### src/rtl/vec_alu_arbiter_pkg.sv
// Shared types and constants for the VecALU arbiter: lane geometry, vector type,
// arbiter states and the opcode names used by requesters.
package vec_pkg;

  localparam int N   = 8;
  localparam int V   = 16;
  localparam int OPW = 3;

  typedef logic [V-1:0][N-1:0] vec_t;

  typedef enum logic [1:0] {
    ARB   = 2'd0,
    LOCK0 = 2'd1,
    LOCK1 = 2'd2
  } arb_state_t;

  localparam logic [OPW-1:0] OP_ADD    = 3'd0;
  localparam logic [OPW-1:0] OP_SUB    = 3'd1;
  localparam logic [OPW-1:0] OP_AND    = 3'd2;
  localparam logic [OPW-1:0] OP_OR     = 3'd3;
  localparam logic [OPW-1:0] OP_XOR    = 3'd4;
  localparam logic [OPW-1:0] OP_DUPLEX = 3'b111;

  // Ports allowed to win arbitration in a given state, bit i = port i.
  function automatic logic [1:0] elig_mask(arb_state_t s);
    case (s)
      LOCK0:   return 2'b01;
      LOCK1:   return 2'b10;
      default: return 2'b11;
    endcase
  endfunction

endpackage

### src/rtl/vec_alu_arbiter_if.sv
// Bundle of both requester ports, the ALU drive/return and the result port.
// slave = arbiter side, master = requesters/ALU/consumer side.
interface vec_alu_arbiter_if;
  import vec_pkg::*;

  logic           req0_valid;
  logic           req0_lock;
  logic [OPW-1:0] req0_op;
  vec_t           req0_a;
  vec_t           req0_b;
  logic           req0_ready;

  logic           req1_valid;
  logic           req1_lock;
  logic [OPW-1:0] req1_op;
  vec_t           req1_a;
  vec_t           req1_b;
  logic           req1_ready;

  logic [OPW-1:0] alu_op;
  vec_t           alu_a;
  vec_t           alu_b;
  vec_t           alu_result;

  logic           res_valid;
  logic           res_id;
  vec_t           res_data;
  logic           res_ready;

  modport slave (
    input  req0_valid, req0_lock, req0_op, req0_a, req0_b,
    output req0_ready,
    input  req1_valid, req1_lock, req1_op, req1_a, req1_b,
    output req1_ready,
    output alu_op, alu_a, alu_b,
    input  alu_result,
    output res_valid, res_id, res_data,
    input  res_ready
  );

  modport master (
    output req0_valid, req0_lock, req0_op, req0_a, req0_b,
    input  req0_ready,
    output req1_valid, req1_lock, req1_op, req1_a, req1_b,
    input  req1_ready,
    input  alu_op, alu_a, alu_b,
    output alu_result,
    input  res_valid, res_id, res_data,
    output res_ready
  );

endinterface

### src/rtl/vec_alu_arbiter_rr_arbiter2.sv
// Combinational two-way round-robin grant: among eligible valid ports a lone
// requester wins, a tie goes to the port that did not win last.
module rr_arbiter2 (
  input  logic [1:0] valid_i,
  input  logic [1:0] elig_i,
  input  logic       last_grant_i,
  output logic       gnt_valid_o,
  output logic       gnt_id_o
);

  logic [1:0] cand;

  assign cand = valid_i & elig_i;

  always_comb begin
    gnt_valid_o = |cand;
    gnt_id_o    = 1'b0;
    if (cand == 2'b11) begin
      gnt_id_o = ~last_grant_i;
    end else if (cand == 2'b10) begin
      gnt_id_o = 1'b1;
    end
  end

endmodule

### src/rtl/vec_alu_arbiter.sv
// Shares one combinational VecALU between two requesters with round-robin
// arbitration, optional locked bursts and a single registered result stage.
//
// state | meaning
// ARB   | both ports eligible, round-robin on contention
// LOCK0 | burst in progress, only port 0 may be granted
// LOCK1 | burst in progress, only port 1 may be granted
module vec_alu_arbiter
  import vec_pkg::*;
(
  input logic              clk,
  input logic              rst_n,
  vec_alu_arbiter_if.slave bus
);

  arb_state_t state_q, state_d;
  logic       last_grant_q, last_grant_d;
  logic       res_valid_q, res_valid_d;
  logic       res_id_q, res_id_d;
  vec_t       res_data_q, res_data_d;

  logic [1:0] req_valid;
  logic       gnt_valid;
  logic       gnt_id;
  logic       can_accept;
  logic       hs;
  logic       hs_lock;

  assign req_valid = {bus.req1_valid, bus.req0_valid};

  rr_arbiter2 u_rr (
    .valid_i      (req_valid),
    .elig_i       (elig_mask(state_q)),
    .last_grant_i (last_grant_q),
    .gnt_valid_o  (gnt_valid),
    .gnt_id_o     (gnt_id)
  );

  // Nothing is accepted while reset is asserted, so no op is lost across it.
  assign can_accept = rst_n & (~res_valid_q | bus.res_ready);
  assign hs         = can_accept & gnt_valid;

  assign bus.req0_ready = hs & ~gnt_id;
  assign bus.req1_ready = hs & gnt_id;

  // Port 0 fields are the idle default on the ALU inputs.
  assign bus.alu_op = (gnt_valid & gnt_id) ? bus.req1_op : bus.req0_op;
  assign bus.alu_a  = (gnt_valid & gnt_id) ? bus.req1_a  : bus.req0_a;
  assign bus.alu_b  = (gnt_valid & gnt_id) ? bus.req1_b  : bus.req0_b;

  assign hs_lock = gnt_id ? bus.req1_lock : bus.req0_lock;

  always_comb begin
    state_d      = state_q;
    last_grant_d = last_grant_q;
    res_valid_d  = res_valid_q;
    res_id_d     = res_id_q;
    res_data_d   = res_data_q;
    if (hs) begin
      res_data_d   = bus.alu_result;
      res_id_d     = gnt_id;
      res_valid_d  = 1'b1;
      last_grant_d = gnt_id;
      case (state_q)
        ARB: begin
          if (hs_lock) state_d = gnt_id ? LOCK1 : LOCK0;
        end
        LOCK0, LOCK1: begin
          if (!hs_lock) state_d = ARB;
        end
        default: state_d = ARB;
      endcase
    end else if (res_valid_q && bus.res_ready) begin
      res_valid_d = 1'b0;
    end
  end

  always_ff @(posedge clk) begin
    if (!rst_n) begin
      state_q      <= ARB;
      last_grant_q <= 1'b1;
      res_valid_q  <= 1'b0;
      res_id_q     <= 1'b0;
      res_data_q   <= '0;
    end else begin
      state_q      <= state_d;
      last_grant_q <= last_grant_d;
      res_valid_q  <= res_valid_d;
      res_id_q     <= res_id_d;
      res_data_q   <= res_data_d;
    end
  end

  assign bus.res_valid = res_valid_q;
  assign bus.res_id    = res_id_q;
  assign bus.res_data  = res_data_q;

endmodule

### src/flat_wrapper.sv
// flat-port wrapper written by rule: the top's interface ports become plain ports
module vec_alu_arbiter_flat import vec_pkg::*;
  (clk, rst_n, bus_req0_valid, bus_req0_lock, bus_req0_op, bus_req0_a, bus_req0_b, bus_req0_ready, bus_req1_valid, bus_req1_lock, bus_req1_op, bus_req1_a, bus_req1_b, bus_req1_ready, bus_alu_op, bus_alu_a, bus_alu_b, bus_alu_result, bus_res_valid, bus_res_id, bus_res_data, bus_res_ready);
  vec_alu_arbiter_if bus_i ();
  input logic clk;
  input logic rst_n;
  input wire logic [$bits(bus_i.req0_valid)-1:0] bus_req0_valid;
  input wire logic [$bits(bus_i.req0_lock)-1:0] bus_req0_lock;
  input wire logic [$bits(bus_i.req0_op)-1:0] bus_req0_op;
  input wire logic [$bits(bus_i.req0_a)-1:0] bus_req0_a;
  input wire logic [$bits(bus_i.req0_b)-1:0] bus_req0_b;
  output wire logic [$bits(bus_i.req0_ready)-1:0] bus_req0_ready;
  input wire logic [$bits(bus_i.req1_valid)-1:0] bus_req1_valid;
  input wire logic [$bits(bus_i.req1_lock)-1:0] bus_req1_lock;
  input wire logic [$bits(bus_i.req1_op)-1:0] bus_req1_op;
  input wire logic [$bits(bus_i.req1_a)-1:0] bus_req1_a;
  input wire logic [$bits(bus_i.req1_b)-1:0] bus_req1_b;
  output wire logic [$bits(bus_i.req1_ready)-1:0] bus_req1_ready;
  output wire logic [$bits(bus_i.alu_op)-1:0] bus_alu_op;
  output wire logic [$bits(bus_i.alu_a)-1:0] bus_alu_a;
  output wire logic [$bits(bus_i.alu_b)-1:0] bus_alu_b;
  input wire logic [$bits(bus_i.alu_result)-1:0] bus_alu_result;
  output wire logic [$bits(bus_i.res_valid)-1:0] bus_res_valid;
  output wire logic [$bits(bus_i.res_id)-1:0] bus_res_id;
  output wire logic [$bits(bus_i.res_data)-1:0] bus_res_data;
  input wire logic [$bits(bus_i.res_ready)-1:0] bus_res_ready;
  assign bus_i.req0_valid = bus_req0_valid;
  assign bus_i.req0_lock = bus_req0_lock;
  assign bus_i.req0_op = bus_req0_op;
  assign bus_i.req0_a = bus_req0_a;
  assign bus_i.req0_b = bus_req0_b;
  assign bus_req0_ready = bus_i.req0_ready;
  assign bus_i.req1_valid = bus_req1_valid;
  assign bus_i.req1_lock = bus_req1_lock;
  assign bus_i.req1_op = bus_req1_op;
  assign bus_i.req1_a = bus_req1_a;
  assign bus_i.req1_b = bus_req1_b;
  assign bus_req1_ready = bus_i.req1_ready;
  assign bus_alu_op = bus_i.alu_op;
  assign bus_alu_a = bus_i.alu_a;
  assign bus_alu_b = bus_i.alu_b;
  assign bus_i.alu_result = bus_alu_result;
  assign bus_res_valid = bus_i.res_valid;
  assign bus_res_id = bus_i.res_id;
  assign bus_res_data = bus_i.res_data;
  assign bus_i.res_ready = bus_res_ready;
  vec_alu_arbiter u_core (.clk(clk), .rst_n(rst_n), .bus(bus_i));
endmodule
### config.mk
export PLATFORM = sky130hd
export DESIGN_NAME = vec_alu_arbiter_flat
export DESIGN_NICKNAME = d
export VERILOG_FILES = /design/src/rtl/vec_alu_arbiter_pkg.sv /design/src/rtl/vec_alu_arbiter_if.sv /design/src/rtl/vec_alu_arbiter_rr_arbiter2.sv /design/src/rtl/vec_alu_arbiter.sv /design/src/flat_wrapper.sv
export SDC_FILE = /design/constraint.sdc
export NUM_CORES = 1
export LEC_CHECK = 0
export ABC_AREA = 1
export BUFFER_PORTS_ARGS = -buffer_cell sky130_fd_sc_hd__buf_2
export CORE_AREA = 2 2 411 413
export CTS_CLUSTER_DIAMETER = 200
export CTS_CLUSTER_SIZE = 10
export DETAILED_ROUTE_END_ITERATION = 8
export DIE_AREA = 0 0 413 415
export SLEW_MARGIN = 20
export SYNTH_ARGS = -nofsm -noshare
export SYNTH_HDL_FRONTEND = slang
export SYNTH_SLANG_ARGS = --single-unit
### constraint.sdc
create_clock -name clk -period 1.9 [get_ports clk]
set_input_delay 0.19 -clock clk [delete_from_list [all_inputs] [get_ports clk]]
set_output_delay 0.19 -clock clk [all_outputs]
set_load 0.1 [all_outputs]
=== After elaboration in Yosys (flattened, before gate mapping) ===
Index checks and enable logic that the tools add are counted.

* Input bits: 653
* Output and inout bits: 391
* Logic and storage cells: 55
* Register bits: 133

* Bitwise gates (word level): 10
* Reduce and logical (&&, ||, !) cells: 6
* Eq/ne operators: 6
* Mux-type cells: 13

{| class="wikitable"
|+ Operator list
! kind !! count
|-
| $mux 128 || 2
|-
| $pmux 2 s2 || 2
|-
| $eq 2x2->1 const B || 3
|-
| $mux 2 || 3
|-
| $and 1x1->1 || 5
|-
| $mux 1 || 5
|-
| $reduce_or 2->1 || 2
|-
| $mux 3 || 1
|-
| $not 1->1 || 3
|-
| $reduce_and 3->1 || 1
|-
| $and 2x2->2 || 1
|-
| $eq 2x1->1 const B || 1
|-
| $logic_not 2->1 || 1
|-
| $ne 2x1->1 const B || 1
|-
| $ne 2x2->1 const B || 1
|-
| $reduce_bool 2->1 || 1
|-
| $logic_and 1x1->1 || 1
|-
| $or 1x1->1 || 1
|}

=== Longest topological paths before layout ===
* Word-level depth: 9
* Gate-level depth with buffers: 13
* Gate-level depth less buffers: 12

=== Cells and area by module ===
Synthesis repeated with hierarchy kept, for this count alone.

* Cells, all modules: 629
* Area total of the unflattened synthesis: 7763.7 µm²

{| class="wikitable"
|+ Modules (own cells, without submodules)
! module !! cells an instance !! instances !! area an instance (µm²)
|-
| vec_alu_arbiter || 622 || 1 || 7736.2
|-
| rr_arbiter2 || 7 || 1 || 27.5
|}

=== Least setup slack after synthesis ===
OpenSTA, ideal clock, no wires.

* Kind: flip-flop to flip-flop
* Start point: register u_core.res_valid_q, in the netlist u_core.bus.res_valid
* End point: register u_core.res_id_q, in the netlist u_core.bus.res_id
* Setup time: 186 ps
* Path slack: -870 ps
* Cell stages (with the launch flop): 8
* Path buffers: 1
* Arrival time: 2584 ps
* Path through: dfxtp_1 -> inv_1 -> nor2_2 -> nor2_8 -> buf_6 -> inv_2 -> nor2_1 -> nor2_1

* Cells in the longest elaborated chain, start to end: 4

{| class="wikitable"
|+ Ends and longest elaborated chain
! element !! line !! RTL
|-
| from (decl) || vec_alu_arbiter.sv:18 || <nowiki>logic res_valid_q, res_valid_d;</nowiki>
|-
| from (signal assigned) || vec_alu_arbiter.sv:88 || <nowiki>res_valid_q <= res_valid_d;</nowiki>
|-
| $not 1->1 || vec_alu_arbiter.sv:40 || <nowiki>assign can_accept = rst_n & (~res_valid_q | bus.res_ready);</nowiki>
|-
| $or 1x1->1 || vec_alu_arbiter.sv:40 ||
|-
| $and 1x1->1 || vec_alu_arbiter.sv:40 ||
|-
| $and 1x1->1 || vec_alu_arbiter.sv:41 || <nowiki>assign hs = can_accept & gnt_valid;</nowiki>
|-
| to (signal assigned) || vec_alu_arbiter.sv:89 || <nowiki>res_id_q <= res_id_d;</nowiki>
|-
| to (decl) || vec_alu_arbiter.sv:19 || <nowiki>logic res_id_q, res_id_d;</nowiki>
|}

No other way between the ends.
A chain may end at the register's enable or synchronous reset.

=== Worst setup path in the final report ===
* Start point: register u_core.state_q[0]
* End point: output port bus_alu_b[41]

* Cells in the longest elaborated chain, start to end: 8
* Elaborated cells between the ends (all ways): 11
* Those cells by class: 4 x eq/ne; 4 x mux; 2 x bitwise; 1 x reduce/logical

{| class="wikitable"
|+ Ends and longest elaborated chain
! element !! line !! RTL
|-
| from (decl) || vec_alu_arbiter.sv:16 || <nowiki>arb_state_t state_q, state_d;</nowiki>
|-
| from (signal assigned) || vec_alu_arbiter.sv:86 || <nowiki>state_q <= state_d;</nowiki>
|-
| $eq 2x2->1 or $eq 2x1->1 (tied branches) || vec_alu_arbiter_pkg.sv:26 || <nowiki>case (s)</nowiki>
|-
| $pmux 2 s2 * || vec_alu_arbiter_pkg.sv:26 ||
|-
| $and 2x2->2 * || vec_alu_arbiter_rr_arbiter2.sv:13 || <nowiki>assign cand = valid_i & elig_i;</nowiki>
|-
| $eq 2x2->1 || vec_alu_arbiter_rr_arbiter2.sv:20 || <nowiki>end else if (cand == 2'b10) begin</nowiki>
|-
| $mux 1 || vec_alu_arbiter_rr_arbiter2.sv:20 ||
|-
| $mux 1 || vec_alu_arbiter_rr_arbiter2.sv:18 || <nowiki>if (cand == 2'b11) begin</nowiki>
|-
| $and 1x1->1 * || vec_alu_arbiter.sv:49 || <nowiki>assign bus.alu_b = (gnt_valid & gnt_id) ? bus.req1_b : bus.req0_b;</nowiki>
|-
| $mux 128 * || vec_alu_arbiter.sv:49 ||
|-
| to (decl) || flat_wrapper.sv:21 || <nowiki>output wire logic [$bits(bus_i.alu_b)-1:0] bus_alu_b;</nowiki>
|}

Mark *: on every way between the ends. The rest lies on a longest branch, timed or not.

==> flow_metrics.env <==
export IMPL_layout_nets=3312
export IMPL_skew_ns=0.00580
export IMPL_ys_seq_elements=133
export IMPL_synth_avg_cell_area_sq_um=5.56
export IMPL_antenna_found_initial=207
export IMPL_intPower_uw=11200
export IMPL_final_util_pct=15.1
export IMPL_rows=150
export IMPL_cts_max_level=4
export IMPL_synth_xor_area_share_pct=0
export IMPL_cts_buffer_depth=3
export IMPL_yosys_area_share_adder_pct=0.469
export IMPL_max_stage_delay_ns=0.33
export IMPL_worst_slew_pin_slew_ns=0.827
export IMPL_drive_gt1_share_pct=60.0
export IMPL_setup_viol=299
export IMPL_p_leak_uw=0.0118
export IMPL_final_cell_mix="buf_2, nand2_1, buf_12"
export IMPL_core_area_sq_um=167000
export IMPL_p_per_area_nw_per_um2=1010
export IMPL_dieArea_sq_um=171000
export IMPL_rsz0062_at_grt="yes"
export IMPL_end_kind="primary output"
export IMPL_critPathTopFamily="buffers and inverters"
export IMPL_grt_pass1_vias=14800
export IMPL_tritoncts="yes"
export IMPL_fin_setup_tns_ns=-144.30
export IMPL_insertion_delay_ns=0.49
export IMPL_vdd_drop_max_mv=0.464
export IMPL_power_uw=25400
export IMPL_wl_microns=134000
export IMPL_p_clk_share_pct=15.1
export IMPL_max_freq_mhz=395
export IMPL_critPathBufInv=6
export IMPL_min_from="bus_res_ready"
export IMPL_clk_pin_slew_worst_paths_ns=0.05
export IMPL_yosys_mux_area_fraction_pct=0
export IMPL_p_comb_share_pct=71.9
export IMPL_synth_top_family_by_area="simple AND/OR/NAND/NOR gates"
export IMPL_hold_class="input pin to register"
export IMPL_syn_inst=1438
export IMPL_drc=0
export IMPL_grt_start_max_net_pins=134
export IMPL_switchingPower_uw=14200
export IMPL_numPortBuffers=1043
export IMPL_drt_iter0_markers=1103
export IMPL_slew_headroom_pct=44.9
export IMPL_wl_per_cell_microns=27.1
export IMPL_r2r_start="u_core.state_q[0]"
export IMPL_cap_violations=0
export IMPL_whs_path_depth=4
export IMPL_grt_pass1_wl_microns=162000
export IMPL_cp_start_kind="register"
export IMPL_finalCriticalPeriod_ns=2.53
export IMPL_cp_required_ns=1.71
export IMPL_violations="negative setup slack"
export IMPL_swShare_pct=56.0
export IMPL_synth_simple_area_share_pct=50.2
export IMPL_gp_congestion=1.07
export IMPL_critPathArrivalTime_ns=2.34
export IMPL_die_w_microns=413
export IMPL_critPathLaunch="u_core.state_q[0]"
export IMPL_vias_per_cell=3.12
export IMPL_first_pass_iters=5
export IMPL_slew_violations=0
export IMPL_ys_types=20
export IMPL_grt_total_usage_pct=14.7
export IMPL_synth_compound_area_share_pct=8.31
export IMPL_vias=15400
export IMPL_cp_depth=11
export IMPL_final_common_cell="buf_2"
export IMPL_worst_path_max_delay_cell="dfxtp_2"
export IMPL_seq_area_frac_synth_pct=33.3
export IMPL_numCtsBuffers=25
export IMPL_post_route_period_util_pct=133
export IMPL_pwr_share_seq_pct=12.9
export IMPL_start_util_pct=4.80
export IMPL_die_y_microns=415
export IMPL_path_cells="buf_12 -> ha_4 -> nor2_4 -> nand2_8 -> buf_12 -> buf_12 -> buf_16 -> buf_8 -> nand2_2 -> nand2_4 -> buf_12"
export IMPL_synth_nets=2094
export IMPL_overflow=0
export IMPL_fin_ws_ns=-0.629
export IMPL_mappedNetlistArea_sq_um=8000
export IMPL_root_buffer="clkbuf_16"
export IMPL_path_max_fanout=6
export IMPL_path_common_cell="buf_12"
export IMPL_hpwl_microns=117000
export IMPL_syn2layout_area_growth_pct=215
export IMPL_pin_count=1044
export IMPL_cts_sinks=133
export IMPL_criticalPathCategory="register to primary output"
export IMPL_antenna_left=0
export IMPL_hold_violations=0
export IMPL_r2r_cells=15
export IMPL_status="finished with violations"
export IMPL_ys_warn_count=0
## logic make-up (layout without fill, tap and decap cells)
group / Yosys count / count (layout)
compound gates: 132 / 132
buf+inv: 110 / 1332
other cells: 0 / 73
simple gates: 1060 / 1060
flops: 133 / 133
fa+ha+maj: 3 / 3
## per-stage QoR
step	area (sq um)	std cells	hold slack [ns]	setup WS, ns
CTS	24500	4848	0.0564	-0.661
floorplan	9110	1438	0.303	0.00141
detailed placement	21300	4667	0.394	-0.354
global route	25100	4911	0.128	-0.719
global placement	21300	4667	0.390	-0.458
finish	25200	4937	0.0917	-0.629
## layout make-up
| class | instances | area [sq um] |
|---|---|---|
| repair buffers | 1291 | 12400 |
| diodes | 73 | 183 |
| inverters | 10 | 56.3 |
| clock buffers | 31 | 678 |
| well taps | 2204 | 2760 |
| fillers | 19000 | 141000 |
| multi-input cells | 1195 | 6470 |
| flip-flops and latches | 133 | 2670 |
## synthesized netlist by cell type (all sizes together)
cell	instances	area share [%]
nand4	2	0.16
nor2	8	0.61
nand3	4	0.31
clkbuf	12	0.56
buf	88	6.7
nand2	1046	49
o21ai	131	8.2
ha	3	0.47
inv	10	0.47
dfxtp	133	33
a21oi	1	0.063
## metal layers
metal | global-route usage, % | vias to the layer above | wire [microns]
li1 | - | 6921 | -
met1 | 16.1 | 7051 | 48600
met2 | 26.4 | 972 | 67400
met3 | 5.43 | 332 | 13300
met4 | 4.15 | 110 | 4010
met5 | 0 | - | 673
## state kept, by name, summed over array words and instances, names as in the netlist
name / cells
u_core.bus.res_data: 128
u_core.bus.res_id: 1
u_core.bus.res_valid: 1
u_core.last_grant_q: 1
u_core.state_q: 2
## path summary, 6_finish.rpt
kind,end,slack (ns)
max reg2reg,u_core.state_q[1],-0.31
max,bus_alu_b[41],-0.63
min reg2reg,u_core.bus.res_data[85],0.46
min,u_core.bus.res_valid,0.09
## power by group through the flow
stage	registers (uW)	logic (uW)	clock network (uW)
after CTS	3280	18100	4020
after floorplan	5550	8020	0
after global placement	3310	16900	0
after detailed placement	3330	16900	0
after global routing	3310	18800	4070
final	3280	18300	3840
## worst reg2reg max path, stage by stage, from the launching register on
cell	delay, ns
dfxtp_2	0.33
buf_12	0.12
ha_4	0.16
nor2_4	0.17
nand2_8	0.11
buf_12	0.17
buf_12	0.17
clkbuf_16	0.18
buf_4	0.17
nand2_2	0.11
nand2_1	0.06
nand2_1	0.11
nand3_2	0.09
nand2_1	0.07
inv_1	0.04
nor2_1	0.08
## timing repair
action | 4_1_cts | 5_1_grt
hold buffers | 128 | 0
cloned | 12 | 12
pin swaps | 50 | 8
resized for setup | 217 | 43
setup endpoints to repair | 314 | 376
setup buffers | 17 | 5
endpoints found under the hold margin | 128 | 0
No activity file was read; power rests on OpenSTA's default activity.
